[src/rtl/spi_slave.sv]
// SPI mode-0 target: oversamples SCK/NSS/MOSI in clk_i, deserialises MOSI into an
// RX FIFO and serialises TX FIFO bytes onto MISO, MSB first, 8-bit frames.
module spi_slave #(
    parameter int FIFO_DEPTH = 8
) (
    input  logic                          clk_i,
    input  logic                          rst_i,
    input  logic                          spi_sck_i,
    input  logic                          spi_nss_i,
    input  logic                          spi_mosi_i,
    output logic                          spi_miso_o,
    output logic                          spi_miso_en_o,
    output logic [7:0]                    rx_data_o,
    output logic                          rx_valid_o,
    input  logic                          rx_ready_i,
    input  logic [7:0]                    tx_data_i,
    input  logic                          tx_valid_i,
    output logic                          tx_ready_o,
    output logic [$clog2(FIFO_DEPTH):0]   rx_count_o,
    output logic [$clog2(FIFO_DEPTH):0]   tx_count_o,
    output logic                          busy_o,
    output logic                          rx_ovf_o,
    output logic                          tx_udf_o,
    output logic                          irq_o
);

    localparam int AW = $clog2(FIFO_DEPTH);
    localparam logic [AW:0] DEPTH_C = (AW+1)'(FIFO_DEPTH);

    typedef enum logic {IDLE, SHIFT} state_t;

    // Handshakes: a push/pop takes effect on the clk_i edge where valid & ready are both high.

    // ---------------- input synchronisers ----------------
    logic [2:0] sck_q, nss_q;
    logic [1:0] mosi_q;
    logic       sck_rise, sck_fall, nss_fall, nss_rise, mosi_s;

    always_ff @(posedge clk_i) begin
        if (rst_i) begin
            sck_q  <= 3'b000;
            nss_q  <= 3'b111;
            mosi_q <= 2'b00;
        end else begin
            sck_q  <= {sck_q[1:0], spi_sck_i};
            nss_q  <= {nss_q[1:0], spi_nss_i};
            mosi_q <= {mosi_q[0], spi_mosi_i};
        end
    end

    assign sck_rise = sck_q[1] & ~sck_q[2];
    assign sck_fall = ~sck_q[1] & sck_q[2];
    assign nss_fall = ~nss_q[1] & nss_q[2];
    assign nss_rise = nss_q[1] & ~nss_q[2];
    assign mosi_s   = mosi_q[1];

    // ---------------- FIFO state ----------------
    logic [7:0]    rx_mem [FIFO_DEPTH];
    logic [7:0]    tx_mem [FIFO_DEPTH];
    logic [AW-1:0] rx_wr_ptr, rx_rd_ptr, tx_wr_ptr, tx_rd_ptr;
    logic [AW:0]   rx_cnt, tx_cnt;
    logic          rx_full, tx_full, rx_pop, rx_wr, tx_pop, tx_push;

    assign rx_full    = (rx_cnt == DEPTH_C);
    assign tx_full    = (tx_cnt == DEPTH_C);
    assign rx_valid_o = (rx_cnt != '0);
    assign tx_ready_o = ~tx_full;
    assign rx_count_o = rx_cnt;
    assign tx_count_o = tx_cnt;
    assign rx_data_o  = rx_valid_o ? rx_mem[rx_rd_ptr] : 8'h00;
    assign rx_pop     = rx_valid_o & rx_ready_i;
    assign tx_push    = tx_valid_i & (~tx_full | tx_pop);

    // ---------------- FSM registers ----------------
    state_t     state_q, state_d;
    logic [2:0] bit_cnt_q, bit_cnt_d;
    logic [7:0] tx_shift_q, tx_shift_d;
    logic [6:0] rx_shift_q, rx_shift_d;
    logic       miso_en_q, miso_en_d;
    logic       byte_seen_q, byte_seen_d;
    logic       ovf_q, udf_q, irq_q;
    logic       ovf_d, udf_d, irq_d;
    logic       load_tx, rx_push, frame_irq;
    logic [7:0] rx_byte;

    assign rx_byte = {rx_shift_q, mosi_s};

    always_comb begin
        state_d     = state_q;
        bit_cnt_d   = bit_cnt_q;
        tx_shift_d  = tx_shift_q;
        rx_shift_d  = rx_shift_q;
        miso_en_d   = miso_en_q;
        byte_seen_d = byte_seen_q;
        load_tx     = 1'b0;
        rx_push     = 1'b0;
        frame_irq   = 1'b0;
        tx_pop      = 1'b0;
        udf_d       = 1'b0;

        case (state_q)
            IDLE: begin
                if (nss_fall) begin
                    state_d   = SHIFT;
                    bit_cnt_d = 3'd0;
                    miso_en_d = 1'b1;
                    load_tx   = 1'b1;
                end
            end
            SHIFT: begin
                // Deselect wins over a coincident SCK edge, so a closing SCK fall loads nothing.
                if (nss_rise) begin
                    state_d     = IDLE;
                    bit_cnt_d   = 3'd0;
                    miso_en_d   = 1'b0;
                    tx_shift_d  = 8'h00;
                    frame_irq   = byte_seen_q;
                    byte_seen_d = 1'b0;
                end else if (sck_rise) begin
                    rx_shift_d = {rx_shift_q[5:0], mosi_s};
                    bit_cnt_d  = bit_cnt_q + 3'd1;
                    if (bit_cnt_q == 3'd7) begin
                        rx_push     = 1'b1;
                        byte_seen_d = 1'b1;
                    end
                end else if (sck_fall) begin
                    if (bit_cnt_q == 3'd0) load_tx = 1'b1;
                    else tx_shift_d = {tx_shift_q[6:0], 1'b0};
                end
            end
            default: state_d = IDLE;
        endcase

        if (load_tx) begin
            if (tx_cnt != '0) begin
                tx_shift_d = tx_mem[tx_rd_ptr];
                tx_pop     = 1'b1;
            end else begin
                tx_shift_d = 8'hFF;
                udf_d      = 1'b1;
            end
        end

        rx_wr = rx_push & (~rx_full | rx_pop);
        ovf_d = rx_push & ~rx_wr;
        irq_d = frame_irq | ovf_d;
    end

    always_ff @(posedge clk_i) begin
        if (rst_i) begin
            state_q     <= IDLE;
            bit_cnt_q   <= 3'd0;
            tx_shift_q  <= 8'h00;
            rx_shift_q  <= 7'h00;
            miso_en_q   <= 1'b0;
            byte_seen_q <= 1'b0;
            ovf_q       <= 1'b0;
            udf_q       <= 1'b0;
            irq_q       <= 1'b0;
        end else begin
            state_q     <= state_d;
            bit_cnt_q   <= bit_cnt_d;
            tx_shift_q  <= tx_shift_d;
            rx_shift_q  <= rx_shift_d;
            miso_en_q   <= miso_en_d;
            byte_seen_q <= byte_seen_d;
            ovf_q       <= ovf_d;
            udf_q       <= udf_d;
            irq_q       <= irq_d;
        end
    end

    // tx_shift is cleared on deselect, so MISO stays low outside a frame.
    assign spi_miso_o    = miso_en_q & tx_shift_q[7];
    assign spi_miso_en_o = miso_en_q;
    assign busy_o        = (state_q == SHIFT);
    assign rx_ovf_o      = ovf_q;
    assign tx_udf_o      = udf_q;
    assign irq_o         = irq_q;

    // ---------------- FIFO pointers and storage ----------------
    always_ff @(posedge clk_i) begin
        if (rx_wr) rx_mem[rx_wr_ptr] <= rx_byte;
        if (tx_push) tx_mem[tx_wr_ptr] <= tx_data_i;
    end

    always_ff @(posedge clk_i) begin
        if (rst_i) begin
            rx_wr_ptr <= '0;
            rx_rd_ptr <= '0;
            rx_cnt    <= '0;
            tx_wr_ptr <= '0;
            tx_rd_ptr <= '0;
            tx_cnt    <= '0;
        end else begin
            if (rx_wr)   rx_wr_ptr <= rx_wr_ptr + AW'(1);
            if (rx_pop)  rx_rd_ptr <= rx_rd_ptr + AW'(1);
            if (tx_push) tx_wr_ptr <= tx_wr_ptr + AW'(1);
            if (tx_pop)  tx_rd_ptr <= tx_rd_ptr + AW'(1);
            case ({rx_wr, rx_pop})
                2'b10:   rx_cnt <= rx_cnt + (AW+1)'(1);
                2'b01:   rx_cnt <= rx_cnt - (AW+1)'(1);
                default: rx_cnt <= rx_cnt;
            endcase
            case ({tx_push, tx_pop})
                2'b10:   tx_cnt <= tx_cnt + (AW+1)'(1);
                2'b01:   tx_cnt <= tx_cnt - (AW+1)'(1);
                default: tx_cnt <= tx_cnt;
            endcase
        end
    end

endmodule

[config.mk]
export PLATFORM = sky130hd
export DESIGN_NAME = spi_slave
export DESIGN_NICKNAME = d
export VERILOG_FILES = /design/src/rtl/spi_slave.sv
export SDC_FILE = /design/constraint.sdc
export NUM_CORES = 1
export LEC_CHECK = 0
export ABC_AREA = 0
export BUFFER_PORTS_ARGS = -buffer_cell sky130_fd_sc_hd__buf_2
export CAP_MARGIN = 20
export CORE_UTILIZATION = 49
export CTS_CLUSTER_SIZE = 8
export DETAILED_ROUTE_END_ITERATION = 8
export PLACE_DENSITY_LB_ADDON = 0.12
export SLEW_MARGIN = 20
export SYNTH_ARGS = -nofsm -noshare
export SYNTH_HDL_FRONTEND = slang
export SYNTH_SLANG_ARGS = --single-unit
export TNS_END_PERCENT = 10
[constraint.sdc]
create_clock -name clk_i -period 8 [get_ports clk_i]
set_clock_uncertainty 0.1 [all_clocks]
set_input_delay 1.6 -clock clk_i [delete_from_list [all_inputs] [get_ports clk_i]]
set_output_delay 1.6 -clock clk_i [all_outputs]
set_load 0.005 [all_outputs]
After elaboration in Yosys (flattened, before gate mapping)
Memories as Yosys holds them, arrays and structs flattened. A register that Yosys moved wholly into a read port is not among the register bits.
Index checks and enable logic that the tools add are counted.

storage, ports and cells
  flip-flop bits (word level) = 52
  bits in writable memories = 128
  output and inout bits = 24
  word-level logic and storage cells = 123
  memories kept = 2

cells by class
  add/sub/neg operators = 9
  equality and inequality tests = 12
  muxes and demuxes = 45
  bitwise operators = 22
  reductions and logical operators = 15

memories
  name    words  width  rd ports  clocked after memory_dff  wr ports  line  text
  rx_mem  8      8      1         1                         1         58    logic [7:0] rx_mem [FIFO_DEPTH];
  tx_mem  8      8      1         1                         1         59    logic [7:0] tx_mem [FIFO_DEPTH];

operator list
  kind                 count
  $mux 8               8
  $mux 1               24
  $mux 3               7
  $pmux 4 s2           2
  $add 3x1->3 const B  5
  $not 1->1            10
  $reduce_bool 2->1    5
  $and 1x1->1          9
  $add 4x1->4 const B  2
  $eq 4x4->1 const B   2
  $reduce_bool 4->1    2
  $sub 4x1->4 const B  2
  $ne 3x3->1 const B   2
  $pmux 1 s2           3
  $pmux 3 s2           1
  $reduce_and 3->1     2
  $eq 2x1->1 const B   2
  $eq 2x2->1 const B   2
  $ne 2x2->1 const B   2
  $reduce_and 2->1     2
  $reduce_and 4->1     1
  $eq 3x3->1 const B   1
  $logic_not 3->1      1
  $ne 3x1->1 const B   1
  other kinds (3)      5

Logic depth before layout (Yosys ltp)
Gate-level depths: netlist (run 1).

  depth in word-level cells = 11
  depth in mapped cells = 13
  mapped depth without buffers = 12

Worst setup path after synthesis (run 1)
Ideal clock, no wire load.

  kind = input port to flip-flop
  from = input rx_ready_i
  to = register rx_cnt[3], in the netlist rx_count_o[3]
  library setup time = 0.121 ns
  arrival time = 3.235 ns
  data required time = 7.779 ns
  path slack = 4.543 ns
  stages = 8
  cells stage by stage = nand2_2 > a21o_2 > inv_2 > ha_1 > a21o_2 > a21oi_1 > mux2i_4 > mux2_4

between the ends
  word-level cells in the longest chain between the ends = 5

RTL lines
  what                                                    line  text
  start: declaration                                      15    input logic rx_ready_i,
  $and 1x1->1 *                                           71    assign rx_pop = rx_valid_o & rx_ready_i;
  $or 1x1->1                                              144   rx_wr = rx_push & (~rx_full | rx_pop);
  $and 1x1->1                                             144
  $eq 2x1->1 / $eq 2x2->1 (equally long branches)         200   case ({rx_wr, rx_pop})
  $pmux 4 s2 / $reduce_bool 2->1 (equally long branches)  -
  end signal: assignment                                  201   2'b10: rx_cnt <= rx_cnt + (AW+1)'(1);
  end signal: assignment                                  202   2'b01: rx_cnt <= rx_cnt - (AW+1)'(1);
  end signal: assignment                                  203   default: rx_cnt <= rx_cnt;
  end: declaration                                        61    logic [AW:0] rx_cnt, tx_cnt;

Mark *: on every way between the ends. The rest lies on a longest branch, timed or not.
A chain may end at the register's enable or synchronous reset.

==> impl_metrics.csv, run 1 <==
group,metric,value,unit
setup_path,arrival,2.09,ns
synth,synth_top_area_cell,"edfxtp_1",
clocking,cts_root_buf,"clkbuf_16",
floorplan,boundaryPins,39,
sta,max_clock_freq,0.2642,GHz
finish,drive_gt1_share,24.67,%
setup_path,crit_path_end_kind,"output pin",
synth,ys_async_sr_fraction,0,%
synth,yosysUniqueCellTypes,57,
setup_path,path_max_fanout,16,
placed_design,numPortBuffers,38,
finish,final_net_count,548,
sta,setup_viol,0,
synth,synth-edff-count,128,
drt,ant_nets,0,
power_and_ir_drop,total_power,0.002273,W
floorplan,die_h,125.8,µm
synth,ys_top_cells_by_area,"edfxtp_1, dfxtp_1, mux4_2",
floorplan,start_util,50.89,%
placed_design,placed_cells,685,
clocking,insertion_delay,0.43,ns
synth,synth_top_area_share,51.19,%
placed_design,dpl_cell_area,7851,µm²
setup_path,start_kind,"register",
drt,first_pass_iters,5,
sta,tightest_slew,0.9915,ns
sta,drv_slew,0,
synth,avgSynthCellArea,15.61,µm²
drt,vias,3947,
power_and_ir_drop,max-vdd-ir-drop,0.0001731,V
sta,period_needed,3.785,ns
synth,syn_area,7508,µm²
synth,synthFlopType,"edfxtp_1",
placed_design,gp_congestion,0.7314,
setup_path,path_class,"register to output pin",
global_routing,overflow,0,
clocking,cts_setup_buffers,0,
floorplan,num_rows,44,
clocking,holdBufCountCts,0,
floorplan,fp.coreArea,14750,µm²
setup_path,crit_family,"multiplexers",
run,timing.max_cap.violations,0,
finish,fin_cells,715,
global_routing,grt_pass1_vias,4055,
clocking,clkSinkCount,186,
finish,diodes,0,
synth,synth_seq_cells,186,
global_routing,grt_usage,18.23,%
placed_design,dp_hpwl,8.323,mm
finish,area_delta_synth_final,12.60,%
clocking,clk_pin_slew,0.07,ns
setup_path,critPathMaxStageDelay,0.70,ns
drt,drt-initial-drc-count,236,
floorplan,die_width,125.8,µm
finish,fin_area,8454,µm²
sta,relSlewSlack,33.65,%
drt,vias_per_cell,5.520,
synth,synth_seq_area_share,66.66,%
synth,netlist_instances,481,
clocking,cts_buffers,17,
clocking,htree_levels,4,
power_and_ir_drop,p_leak,2.917,nW
worst_hold_path,hold_class,"register to register",
drt,remaining_drc_errors,0,
drt,wl,13.23,mm
sta,timing.final.hold_violations,0,
sta,rsz0062_at_grt,"false",
drt,wl_per_cell,18.51,µm
setup_path,cp.required,6.30,ns
synth,syn-num-nets,509,
global_routing,grt_max_degree,54,
worst_hold_path,min_from,"nss_q[0]",
sta,fin_tns_setup,0,ns
setup_path,r2r_start,"busy_o",
setup_path,path_buf_inv,1,
global_routing,grt_first_pass_wirelength,21.53,mm
clocking,cts_buffer_depth,2,
synth,yosysWarnings,0,
clocking,cts_tree,"yes",
sta,post-route-period-util,47.32,%
run_status,status,"completed",
setup_path,worst_path_max_delay_cell,"dfxtp_2",
global_routing,antenna_found_initial,0,
floorplan,die_area,15820,µm²
setup_path,worstPathCellList,"mux4_2 -> mux2i_1 -> nor2_1 -> buf_2",
sta,fin_hold_ws,0.3104,ns
clocking,cts_resized,0,
power_and_ir_drop,cellPowerDensity,268.9,nW/µm²
## layout by cell type, fill, tap and decap left out, types with 5 or more instances in the layout
cell,count
edfxtp_1,128
clkbuf_16,17
nor2_1,46
mux2i_1,26
nor3_1,8
nand2_1,18
buf_4,6
buf_2,38
nor2b_1,9
a2111oi_0,7
a21o_1,9
inv_1,11
mux4_2,32
a21oi_1,19
ha_1,11
dfxtp_1,56
xnor2_1,6
nand2b_1,6
or2_2,5
## synthesized netlist by cell type (all sizes together), types with 9 or more instances
cell type  instances
dfxtp             58
nor2              46
nor3              11
a21o              11
clkbuf             9
nand2             19
buf               15
mux2i             27
edfxtp           128
mux4              32
inv               13
nor2b              9
ha                11
a21oi             19
## per-stage QoR
step                      utilization (%)  setup slack, ns
final                               57.30            4.215
after global routing                57.30            4.039
after CTS                           57.29            3.744
after detailed placement            53.21            4.203
after global placement              53.21            4.260
after floorplan                         -            4.543
## final timing paths
check	to	slack [ns]	cells after the start
worst min register to register	nss_q[1]	0.31	1
worst max register to register	rx_count_o[3]	4.51	9
worst min-delay path	nss_q[1]	0.31	1
worst max-delay path	rx_data_o[4]	4.21	4
## report_power, final
part	switching, W	internal (W)
logic	0.000138	0.000162
clock network	0.000345	0.000517
registers	0.0000575	0.00105
total	0.000541	0.00173
## worst register-to-register path: stages, from the launching register on
cell and delay, ns:
dfxtp_1 0.64, and3b_1 0.25, and2_1 0.64, a21o_2 0.30, inv_2 0.09, ha_1 0.28
a21o_2 0.21, a21oi_1 0.29, mux2i_4 0.29, mux2_4 0.31
## flip-flops by register name, summed over array words and instances, names as in the netlist, 2 cells and up, named ones only
register,flops
rx_shift_q,7
rx_mem,64
nss_q,3
tx_count_o,4
mosi_q,2
tx_wr_ptr,3
tx_rd_ptr,3
rx_rd_ptr,3
tx_mem,64
rx_wr_ptr,3
bit_cnt_q,3
rx_count_o,4
tx_shift_q,8
sck_q,3
## per-layer routing
layer	track usage (%)	vias to the layer above	wire, µm
li1	-	1904	-
met1	23.91	1967	6029
met2	29.87	62	6621
met3	4.248	14	423
met4	6.662	0	159
met5	0	-	0
## cell families (layout without fill, tap and decap cells)
kind of cell,after synthesis,count (layout),share of synthesized area [%]
buffers and inverters,37,87,2.500
flip-flops,186,186,66.66
AO/OA/AOI/OAI,59,59,5.766
AND/OR/NAND/NOR,116,116,7.982
adder cells (fa/ha/maj),13,13,2.366
multiplexers,60,60,13.56
XOR/XNOR,10,10,1.166
## final cells by class
class | count | area (µm²)
inverter | 13 | 48.80
clock inverter | 13 | 176.4
tap | 184 | 230.2
timing repair buffer | 44 | 235.2
sequential | 186 | 5007
clock buffer | 17 | 425.4
multi-input combinational | 258 | 2331
fill | 1142 | 6300
Power figures use the tool's default switching activity.
==> inputs of run 2 (changes only) <==
==> constraint.sdc (replaced) <==
create_clock -name clk_i -period 3.9 [get_ports clk_i]
set_clock_uncertainty 0.1 [all_clocks]
set_input_delay 0.78 -clock clk_i [delete_from_list [all_inputs] [get_ports clk_i]]
set_output_delay 0.78 -clock clk_i [all_outputs]
set_load 0.005 [all_outputs]
==> run 2 against run 1 <==
  * Total power is 110% higher
  * Final area is 1.6% higher
  * Worst setup slack worse by 3.4 ns
  * Routed wire length is 2.7% higher
  * Register-to-register slack worse by 3.7 ns
  * Flip-flop and latch count stayed put
  * Sequential power is 100% higher
  * Clock power is 120% higher
  * Largest cell class unchanged
  * Highest routed layer unchanged
==> impl_metrics.csv, run 2 (same netlist as run 1, synthesis figures left out) <==
group,metric,value,unit
clocking,cts_buffer_depth,2,
setup_path,path_buf_inv,1,
placed_design,placed_cells,699,
setup_path,arrival,2.17,ns
power_and_ir_drop,total_power,0.004799,W
worst_hold_path,hold_depth,1,
sta,max_clock_freq,0.3284,GHz
run_status,status,"completed",
global_routing,grt_usage,18.55,%
setup_path,start_kind,"register",
setup_path,path_class,"register to output pin",
finish,reg.largest.list,"rx_mem x64, tx_mem x64, tx_shift_q x8",
setup_path,rr_endpoint,"tx_count_o[3]",
floorplan,boundaryPins,39,
sta,relSlewSlack,38.43,%
placed_design,gp_congestion,0.7429,
clocking,cts_root_buf,"clkbuf_16",
global_routing,grt_max_degree,31,
floorplan,fp.coreArea,14750,µm²
global_routing,grt_pass1_vias,4036,
worst_hold_path,min_from,"nss_q[0]",
sta,rsz0062_at_grt,"false",
floorplan,die_area,15820,µm²
power_and_ir_drop,cellPowerDensity,558.6,nW/µm²
drt,vias,4000,
drt,ant_nets,0,
setup_path,cp.required,3.02,ns
worst_hold_path,hold_class,"register to register",
setup_path,r2r_start,"busy_o",
setup_path,ff2ff_setup_slack,0.86,ns
finish,final_common_cell,"edfxtp_1",
global_routing,grt_first_pass_wirelength,21.66,mm
power_and_ir_drop,p_leak,3.012,nW
clocking,insertion_delay,0.42,ns
floorplan,die_h,125.8,µm
drt,first_pass_iters,4,
run,timing.max_cap.violations,0,
finish,fillers,1160,
sta,timing.final.hold_violations,0,
drt,vias_per_cell,5.472,
clocking,clk_pin_slew,0.06,ns
finish,diodes,0,
finish,mostFrequentLayoutCells,"edfxtp_1, dfxtp_1, nor2_1, buf_2, mux4_2",
setup_path,critPathMaxStageDelay,0.88,ns
clocking,clkSinkCount,186,
sta,post-route-period-util,78.08,%
placed_design,dp_hpwl,8.782,mm
clocking,holdBufCountCts,0,
worst_hold_path,min_to,"nss_q[1]",
setup_path,worst_r2r_path_depth,11,
setup_path,worstPathCellList,"mux4_2 -> mux2i_1 -> nor2_1 -> buf_2",
finish,final_net_count,562,
drt,remaining_drc_errors,0,
clocking,cts_setup_buffers,0,
sta,period_needed,3.045,ns
finish,fin_cells,731,
clocking,htree_levels,4,
floorplan,start_util,50.89,%
drt,wl,13.58,mm
finish,area_delta_synth_final,14.41,%
clocking,cts_resized,0,
clocking,cts_buffers,17,
setup_path,worst_path_max_delay_cell,"dfxtp_1",
sta,drv_slew,0,
sta,setup_viol,0,
placed_design,numPortBuffers,38,
setup_path,crit_family,"flip-flops",
finish,drive_gt1_share,25.78,%
power_and_ir_drop,max-vdd-ir-drop,0.0003891,V
drt,drt-initial-drc-count,257,
global_routing,overflow,0,
setup_path,path_max_fanout,16,
sta,fin_tns_setup,0,ns
clocking,cts_tree,"yes",
global_routing,antenna_found_initial,0,
floorplan,die_width,125.8,µm
sta,tightest_slew,0.9201,ns
setup_path,crit_path_end_kind,"output pin",
floorplan,num_rows,44,
drt,wl_per_cell,18.58,µm
## run 2: cell count changes in the layout (fill, tap and decap cells not counted), sizes merged
cell,delta
clkinv,+4
buf,+14
inv,-2
clkbuf,+2
bufinv,+1
clkinvlp,-3
## run 2: worst max-delay path by stage
stage                       start             to  slack, ns  depth (start not counted)
floorplan            bit_cnt_q[0]  tx_count_o[3]       1.04                         13
global placement    rx_count_o[0]  rx_count_o[3]       0.94                         10
detailed placement  rx_count_o[0]  rx_count_o[3]       0.84                         10
CTS                      register   rx_data_o[4]       0.80                          4
global route               busy_o  tx_count_o[3]       0.64                         11
finish                   register   rx_data_o[4]       0.85                          4
## run 2: worst reg2reg max path, cell delays in order, from the launching register on
cell and delay [ns]:
dfxtp_1 0.64, a21boi_2 0.19, a2111oi_2 0.37, buf_4 0.25, nand2_1 0.11, inv_1 0.09, ha_1 0.23, a21o_1 0.18
a21oi_1 0.17, nand2_1 0.09, or4_1 0.40, a31oi_1 0.16
## run 2: layout make-up
cell class              count  area [µm²]  share of cell area, %
clock buffers              19       452.9                  5.272
clock inverters            13       197.7                  2.301
inverters                  13       48.80                 0.5680
multi-input cells         258        2316                  26.96
flip-flops and latches    186        5005                  58.26
well taps                 184       230.2                  2.680
repair buffers             58       340.3                  3.962
## run 2: report_power, final
group	internal [W]	total, W	switching, W
Sequential	0.00216	0.00223	0.0000751
Combinational	0.000348	0.000699	0.000351
Clock	0.00117	0.00187	0.000700
Total	0.00367	0.00480	0.00113
## run 2: per-layer routing
| metal | vias up | global-route usage [%] | wire length, µm |
|---|---|---|---|
| li1 | 1934 | - | - |
| met5 | - | 0 | 0 |
| met3 | 9 | 5.055 | 425 |
| met2 | 58 | 31.76 | 6906 |
| met4 | 0 | 5.882 | 155 |
| met1 | 1999 | 22.97 | 6097 |
## run 2: stage by stage
step | hold WS (ns) | worst slack, ns | instance area, µm² | utilization [%]
detailed placement | 0.3007 | 0.8410 | 7940 | 53.82
floorplan | 0.2895 | 1.042 | 7508 | -
finish | 0.3199 | 0.8548 | 8591 | 58.23
global placement | 0.2935 | 0.9446 | 7940 | 53.82
global route | 0.3486 | 0.6394 | 8591 | 58.23
CTS | 0.3199 | 0.8016 | 8591 | 58.23
==> inputs of run 3 (changes only) <==
==> constraint.sdc (replaced) <==
create_clock -name clk_i -period 3.15 [get_ports clk_i]
set_clock_uncertainty 0.1 [all_clocks]
set_input_delay 0.63 -clock clk_i [delete_from_list [all_inputs] [get_ports clk_i]]
set_output_delay 0.63 -clock clk_i [all_outputs]
set_load 0.005 [all_outputs]
==> run 3 against run 2 <==
  * Hold slack worse by 0.029 ns
  * Flip-flop and latch count stayed put
  * Critical path depth is 8 higher
  * Clock-buffer cell count is 1 lower
  * Via count is 0.60% higher
  * Core utilization is 0.093 points lower
  * Combinational power is 27% higher
  * Worst setup slack worse by 0.50 ns
  * Final area is 0.16% lower
  * Non-clock buffer count is 7 higher
  * Die area stayed put
  * Sequential power is 23% higher
==> impl_metrics.csv, run 3 (same netlist as run 1, synthesis figures left out) <==
group,metric,value,unit
run_status,status,"completed",
setup_path,worstPathCellList,"inv_1 -> ha_1 -> nand4bb_4 -> a2111oi_2 -> nand2_1 -> inv_1 -> ha_1 -> a21o_1 -> a21oi_1 -> nand2_1 -> or4_1 -> a31oi_1",
clocking,cts_root_buf,"clkbuf_16",
worst_hold_path,min_to,"nss_q[0]",
power_and_ir_drop,total_power,0.005745,W
clocking,holdBufCountCts,0,
sta,tightest_slew,0.8240,ns
clocking,clk_pin_slew,0.06,ns
global_routing,overflow,0,
placed_design,placed_cells,706,
setup_path,r2r_start,"bit_cnt_q[0]",
placed_design,numPortBuffers,38,
clocking,cts_setup_buffers,0,
finish,drive_gt1_share,26.53,%
clocking,cts_buffer_depth,2,
sta,timing.final.hold_violations,0,
setup_path,path_buf_inv,2,
floorplan,num_rows,44,
setup_path,crit_family,"compound AO/OA/AOI/OAI gates",
setup_path,worst_path_max_delay_cell,"a2111oi_2",
setup_path,start_kind,"register",
worst_hold_path,hold_class,"primary input to register",
finish,fin_cells,738,
setup_path,path_class,"register to register",
clocking,clkSinkCount,186,
sta,relSlewSlack,44.99,%
drt,wl_per_cell,18.28,µm
drt,first_pass_iters,4,
finish,diodes,0,
floorplan,start_util,50.89,%
finish,final_common_cell,"edfxtp_1",
sta,drv_slew,0,
power_and_ir_drop,p_leak,3.016,nW
drt,ant_nets,0,
clocking,cts_resized,0,
sta,period_needed,2.793,ns
setup_path,cp.required,3.40,ns
floorplan,boundaryPins,39,
placed_design,dp_hpwl,8.708,mm
drt,remaining_drc_errors,0,
worst_hold_path,hold_depth,2,
placed_design,gp_congestion,0.7404,
setup_path,crit_path_end_kind,"register",
global_routing,antenna_found_initial,0,
floorplan,die_area,15820,µm²
clocking,insertion_delay,0.42,ns
global_routing,grt_first_pass_wirelength,21.94,mm
global_routing,grt_pass1_vias,4155,
drt,vias,4024,
finish,reg.largest.list,"rx_mem x64, tx_mem x64, tx_shift_q x8",
sta,max_clock_freq,0.3581,GHz
floorplan,die_width,125.8,µm
global_routing,grt_usage,18.77,%
clocking,htree_levels,4,
floorplan,die_h,125.8,µm
sta,post-route-period-util,88.66,%
power_and_ir_drop,cellPowerDensity,669.8,nW/µm²
run,timing.max_cap.violations,0,
setup_path,ff2ff_setup_slack,0.36,ns
setup_path,rr_endpoint,"tx_count_o[3]",
drt,wl,13.49,mm
finish,mostFrequentLayoutCells,"edfxtp_1, dfxtp_1, nor2_1, buf_2, mux4_2",
sta,setup_slack,0.3573,ns
sta,rsz0062_at_grt,"false",
setup_path,arrival,3.04,ns
global_routing,grt_max_degree,33,
setup_path,worst_r2r_path_depth,12,
power_and_ir_drop,max-vdd-ir-drop,0.0003918,V
drt,drt-initial-drc-count,225,
floorplan,fp.coreArea,14750,µm²
finish,final_net_count,569,
finish,area_delta_synth_final,14.23,%
finish,fillers,1149,
setup_path,path_max_fanout,3,
worst_hold_path,min_from,"spi_nss_i",
placed_design,dp_worst_setup_slack,0.3590,ns
setup_path,critPathMaxStageDelay,0.43,ns
clocking,cts_buffers,17,
sta,setup_viol,0,
clocking,cts_tree,"yes",
drt,vias_per_cell,5.453,
setup_path,cp-startpoint,"bit_cnt_q[0]",
sta,fin_tns_setup,0,ns
[run 3: metal layers]
metal | part of all wire [%] | wire [µm] | track usage, %
met5 | 0 | 0 | 0
met4 | 0.93 | 125 | 6.449
met3 | 3.6 | 487 | 4.036
met2 | 51 | 6861 | 32.35
met1 | 45 | 6014 | 23.60
[run 3: where the power goes]
group | internal (W) | leakage, nW | switching [W] | total, W
sequential | 0.00267 | 1.64 | 0.0000822 | 0.00275
clock | 0.00124 | 0.285 | 0.000863 | 0.00210
combinational | 0.000450 | 1.09 | 0.000439 | 0.000889
total | 0.00436 | 3.02 | 0.00138 | 0.00574
[run 3: layout make-up]
| class | instances | area (µm²) | area share, % |
|---|---|---|---|
| sequential | 186 | 5005 | 58.35 |
| multi-input combinational | 258 | 2316 | 27.00 |
| clock buffer | 18 | 429.2 | 5.004 |
| timing repair buffer | 65 | 392.9 | 4.581 |
| tap | 184 | 230.2 | 2.684 |
| clock inverter | 14 | 155.1 | 1.809 |
| inverter | 13 | 48.80 | 0.5689 |
[run 3: per-stage QoR]
step                hold slack [ns]  util, %  cell area, µm²
floorplan                    0.2895        -            7508
global placement             0.2959    54.17            7993
detailed placement           0.3025    54.17            7993
CTS                          0.2681    58.13            8577
global route                 0.2804    58.13            8577
finish                       0.2906    58.13            8577
[run 3: worst register-to-register path, delay by kind of cell (launching register included)]
family                   cells  cell delay, ns
flip-flops                   1            0.33
AND/OR/NAND/NOR              4            0.80
adder cells (fa/ha/maj)      2            0.41
buffers and inverters        2            0.17
AO/OA/AOI/OAI                4            0.94
[run 3: worst max path at each step]
stage | end | slack [ns] | cells after the start
after floorplan | tx_count_o[3] | 0.29 | 13
after global placement | tx_count_o[3] | 0.41 | 12
after detailed placement | tx_count_o[3] | 0.36 | 12
after CTS | tx_count_o[3] | 0.34 | 12
after global routing | tx_count_o[3] | 0.15 | 12
final | tx_count_o[3] | 0.36 | 12
